$ cat config.mk
export PLATFORM = sky130hd
export DESIGN_NAME = wb_unit
export DESIGN_NICKNAME = d
export VERILOG_FILES = /design/src/rtl/wb_unit.sv
export SDC_FILE = /design/constraint.sdc
export NUM_CORES = 1
export LEC_CHECK = 0
export CAP_MARGIN = 20
export CORE_MARGIN = 2
export CORE_UTILIZATION = 23
export DETAILED_ROUTE_END_ITERATION = 16
export DONT_BUFFER_PORTS = 1
export SYNTH_ARGS = -nofsm -noshare
export SYNTH_HDL_FRONTEND = slang
export SYNTH_SLANG_ARGS = --single-unit
export TNS_END_PERCENT = 1
$ cat constraint.sdc
create_clock -name clk -period 1.8 [get_ports clk]
set_clock_uncertainty 0.05 [all_clocks]
set_input_delay 0.18 -clock clk [delete_from_list [all_inputs] [get_ports clk]]
set_output_delay 0.18 -clock clk [all_outputs]
set_load 0.02 [all_outputs]
$ cat src/rtl/wb_unit.sv
// Write-back stage: retires ALU results and loads, formats load data, and owns the register file write port.
// Optional WB_STAT_EN adds retired-write and load-stall counters.
module wb_unit #(
  parameter int DATA_W = 32,
  parameter int ADDR_W = 5
) (
  input  logic              clk,
  input  logic              rst,
  input  logic              in_valid,
  input  logic              in_wreg,
  input  logic [ADDR_W-1:0] in_waddr,
  input  logic [DATA_W-1:0] in_wdata,
  input  logic              in_is_load,
  input  logic [2:0]        in_load_type,
  input  logic [1:0]        in_byte_off,
  input  logic [DATA_W-1:0] mem_rdata,
  input  logic              mem_ready,
  input  logic              flush,
`ifdef WB_STAT_EN
  output logic [31:0]       stat_retired,
  output logic [31:0]       stat_stall,
`endif
  output logic              stall_req,
  output logic              wb_we,
  output logic [ADDR_W-1:0] wb_waddr,
  output logic [DATA_W-1:0] wb_wdata
);

  typedef enum logic {IDLE, LOAD_WAIT} state_t;

  typedef struct packed {
    logic              wreg;
    logic [ADDR_W-1:0] waddr;
    logic [2:0]        ltype;
    logic [1:0]        off;
  } ld_req_t;

  state_t            state_q, state_d;
  ld_req_t           req_q;
  logic              cap;
  logic              we_d;
  logic [ADDR_W-1:0] waddr_d;
  logic [DATA_W-1:0] wdata_d;
  logic [7:0]        lb;
  logic [15:0]       lh;
  logic [DATA_W-1:0] ld_data;
  logic              ld_ok;

  assign stall_req = (state_q == LOAD_WAIT);

  // Big-endian lanes: offset 0 is the most significant byte.
  always_comb begin
    lb      = '0;
    ld_ok   = 1'b1;
    ld_data = '0;
    case (req_q.off)
      2'd0:    lb = mem_rdata[31:24];
      2'd1:    lb = mem_rdata[23:16];
      2'd2:    lb = mem_rdata[15:8];
      default: lb = mem_rdata[7:0];
    endcase
    lh = req_q.off[1] ? mem_rdata[15:0] : mem_rdata[31:16];
    case (req_q.ltype)
      3'd0:    ld_data = {{(DATA_W-8){lb[7]}}, lb};
      3'd1:    ld_data = {{(DATA_W-8){1'b0}}, lb};
      3'd2:    ld_data = {{(DATA_W-16){lh[15]}}, lh};
      3'd3:    ld_data = {{(DATA_W-16){1'b0}}, lh};
      3'd4:    ld_data = mem_rdata;
      default: ld_ok = 1'b0;
    endcase
  end

  always_comb begin
    state_d = state_q;
    cap     = 1'b0;
    we_d    = 1'b0;
    waddr_d = wb_waddr;
    wdata_d = wb_wdata;
    case (state_q)
      IDLE: begin
        if (in_valid && !flush) begin
          if (in_is_load) begin
            cap     = 1'b1;
            state_d = LOAD_WAIT;
          end else if (in_wreg && in_waddr != '0) begin
            we_d    = 1'b1;
            waddr_d = in_waddr;
            wdata_d = in_wdata;
          end
        end
      end
      LOAD_WAIT: begin
        // Flush beats mem_ready: the load is dropped without a write.
        if (flush) begin
          state_d = IDLE;
        end else if (mem_ready) begin
          state_d = IDLE;
          if (req_q.wreg && req_q.waddr != '0 && ld_ok) begin
            we_d    = 1'b1;
            waddr_d = req_q.waddr;
            wdata_d = ld_data;
          end
        end
      end
      default: state_d = IDLE;
    endcase
  end

  always_ff @(posedge clk) begin
    if (rst) begin
      state_q  <= IDLE;
      req_q    <= '0;
      wb_we    <= 1'b0;
      wb_waddr <= '0;
      wb_wdata <= '0;
    end else begin
      state_q  <= state_d;
      wb_we    <= we_d;
      wb_waddr <= waddr_d;
      wb_wdata <= wdata_d;
      if (cap) req_q <= '{wreg: in_wreg, waddr: in_waddr, ltype: in_load_type, off: in_byte_off};
    end
  end

`ifdef WB_STAT_EN
  always_ff @(posedge clk) begin
    if (rst) begin
      stat_retired <= '0;
      stat_stall   <= '0;
    end else begin
      if (wb_we) stat_retired <= stat_retired + 32'd1;
      if (state_q == LOAD_WAIT) stat_stall <= stat_stall + 32'd1;
    end
  end
`endif

endmodule

==> impl_metrics.env <==
export IMPL_outcome="complete, but fails checks"
export IMPL_violations="hold timing, setup timing"
export IMPL_finalHoldViolations=19
export IMPL_dpl_cell_count=528
export IMPL_ant_nets=0
export IMPL_slew_violations=0
export IMPL_grt_usage=0.1550
export IMPL_pre_cts_ws_ns=-0.1597
export IMPL_cts_tree="yes"
export IMPL_fin_setup_tns_ns=-2.096
export IMPL_start_util=0.2341
export IMPL_drt_pass1_iterations=5
export IMPL_cp_cell_sequence="or4_1 -> o2111a_1 -> o22a_1 -> buf_12 -> a2111oi_2"
export IMPL_core_area_um2=13190
export IMPL_final_cell_mix="48 x dfxtp_1, 35 x nand2_1, 34 x nand2b_1"
export IMPL_syn_area_um2=3088
export IMPL_path_class="flip-flop to flip-flop"
export IMPL_grt_max_degree=45
export IMPL_syn_instance_count=354
export IMPL_area_delta_synth_final_pct=23.01
export IMPL_gr_total_overflow=0
export IMPL_root_buffer="clkbuf_16"
export IMPL_cp_top_family="compound AO/OA/AOI/OAI gates"
export IMPL_first_global_vias=2820
export IMPL_setup_viol_count_final=36
export IMPL_power_density_nw_per_um2=762.7
export IMPL_grt_pass1_wl_um=16910
export IMPL_crit_arrival_ns=2.06
export IMPL_ir_worst_vdd_mv=0.4754
export IMPL_layout_commonest_cell="dfxtp_1"
export IMPL_fin_ws_ns=-0.1255
export IMPL_synth_flop_cell="dfxtp_1"
export IMPL_die_x_um=119.9
export IMPL_utilization=0.2880
export IMPL_gp_congestion=0.8188
export IMPL_clkSlewWorstSetupHoldPaths_ns=0.07
export IMPL_slowest_delay_ns=0.52
export IMPL_worst_setup_path_end_kind="flip-flop"
export IMPL_row_count=42
export IMPL_maxCapViolCount=0
export IMPL_numCtsBuffers=5
export IMPL_synth_cell_types=46
export IMPL_final_instance_count_excl_fill=536
export IMPL_clock_latency_ns=0.29
export IMPL_drt_initial_drc_count=161
export IMPL_rsz0062_at_grt="true"
export IMPL_slew_headroom=0.6899
export IMPL_cts_buffer_depth=2
export IMPL_final_cell_area_um2=3799
export IMPL_hpwlAfterDp_um=8778
export IMPL_antennaDiodeCount=0
export IMPL_vias=2964
export IMPL_path_buf_inv=1
export IMPL_totalWireLength_um=11470
export IMPL_tightest_slew_ns=0.4643
export IMPL_hp_class="primary input to flip-flop"
export IMPL_synth_edf_count=0
export IMPL_fillCellCount=1357
export IMPL_syn_avg_cell_area_um2=8.723
export IMPL_via_per_inst=5.530
export IMPL_ys_seq_area_frac=0.3241
export IMPL_port_buffers=0
export IMPL_drive_gt1_frac=0.2111
export IMPL_critPathLaunchType="flip-flop"
export IMPL_drc=0
export IMPL_antenna_found_initial=0
export IMPL_fmax_mhz=519.4
export IMPL_wl_per_cell_um=21.39
export IMPL_crit_required_ns=1.94
export IMPL_fp_dieH_um=119.9
export IMPL_p_leak_nw=1.387
export IMPL_postSynth_asyncResetShare=0
export IMPL_p_total_mw=2.897
export IMPL_cts_htree_levels=2
export IMPL_syn_nets=435
export IMPL_die_area_um2=14370
export IMPL_clock_sinks=50
export IMPL_cp_max_fo=13
export IMPL_fin_crit_sh=1.070
export IMPL_holdWs_ns=-0.09969
export IMPL_slowest_stage="or4_1"
export IMPL_dpl_cell_area_um2=3505
export IMPL_yosys_warnings=0
export IMPL_io_pins=120
export IMPL_nets=440
export IMPL_layout_min_cycle_time_ns=1.925
export IMPL_ys_seq_elements=50
cell type report:
type                    count  area [um2]  area share
inverters                   5       18.77    0.004941
repair buffers             37       372.9     0.09816
multi-input cells         260        1984      0.5224
clock inverters             2       60.06     0.01581
flip-flops and latches     50        1003      0.2642
clock buffers               6       138.9     0.03656
well taps                 176       220.2     0.05797
worst paths after layout:
check             slack, ns                  endpoint  cells past startpoint                    from
hold reg to reg        0.41    req_q[10]$_SDFFE_PP0P_                      2  req_q[10]$_SDFFE_PP0P_
setup / recovery      -0.13  wb_wdata[0]$_SDFFE_PP0P_                      5   req_q[6]$_SDFFE_PP0P_
hold / removal         -0.1  wb_wdata[3]$_SDFFE_PP0P_                      1                     rst
setup reg to reg      -0.13  wb_wdata[0]$_SDFFE_PP0P_                      5   req_q[6]$_SDFFE_PP0P_
registers in the layout, indices dropped and copies added (netlist names):
| register | count |
|---|---|
| wb_waddr | 5 |
| req_q | 11 |
| wb_wdata | 32 |
| stall_req | 1 |
| wb_we | 1 |
report_power, final:
group	internal (mW)	leakage [nW]	switching, mW
clock	0.835	0.0971	0.426
combinational	0.187	0.882	0.197
sequential	1.16	0.407	0.0971
cells in the mapped netlist, types with 3 or more instances:
library cell  number  area share
mux2_2             7       0.026
nor4b_1            6       0.017
clkbuf_1          24       0.029
a211o_1            7       0.020
buf_1              3      0.0036
a311oi_1           6       0.017
nand2_1           35       0.043
buf_2              7       0.011
buf_6              3       0.011
inv_1              4      0.0049
nand2b_1          34       0.069
mux2i_1           19       0.062
nor2_1            12       0.015
nor3_1            14       0.023
a32oi_1            8       0.023
a31oi_1           16       0.032
o221ai_1          22       0.062
a2111oi_2          6       0.029
a32o_1             6       0.019
o211a_1            5       0.016
dfxtp_1           50        0.32
a22oi_1           16       0.039
a21oi_1           13       0.021
repair_timing:
| action | CTS | global route |
|---|---|---|
| gates cloned | 0 | 0 |
| endpoints found under the setup margin | 37 | 38 |
| pin swaps | 1 | 1 |
| buffers inserted | 0 | 0 |
| gates resized for setup | 7 | 9 |
| hold endpoints to repair | 19 | 19 |
routing by layer:
layer  GRT usage  wire [um]  vias up
met3     0.05323        932       17
met1      0.1787       4411     1438
met4     0.05588        265        0
met5           0          0        -
met2      0.2657       5856      116
li1            -          -     1393
cells by family (layout without fill, tap and decap cells):
family                 Yosys count  count (layout)  share of synthesized area
AO/OA/AOI/OAI                  119             119                     0.3197
AND/OR/NAND/NOR                114             114                     0.1957
flip-flops                      50              50                     0.3241
buffers and inverters           44              50                    0.06604
multiplexers                    27              27                    0.09441
No activity file was read; power rests on OpenSTA's default activity.
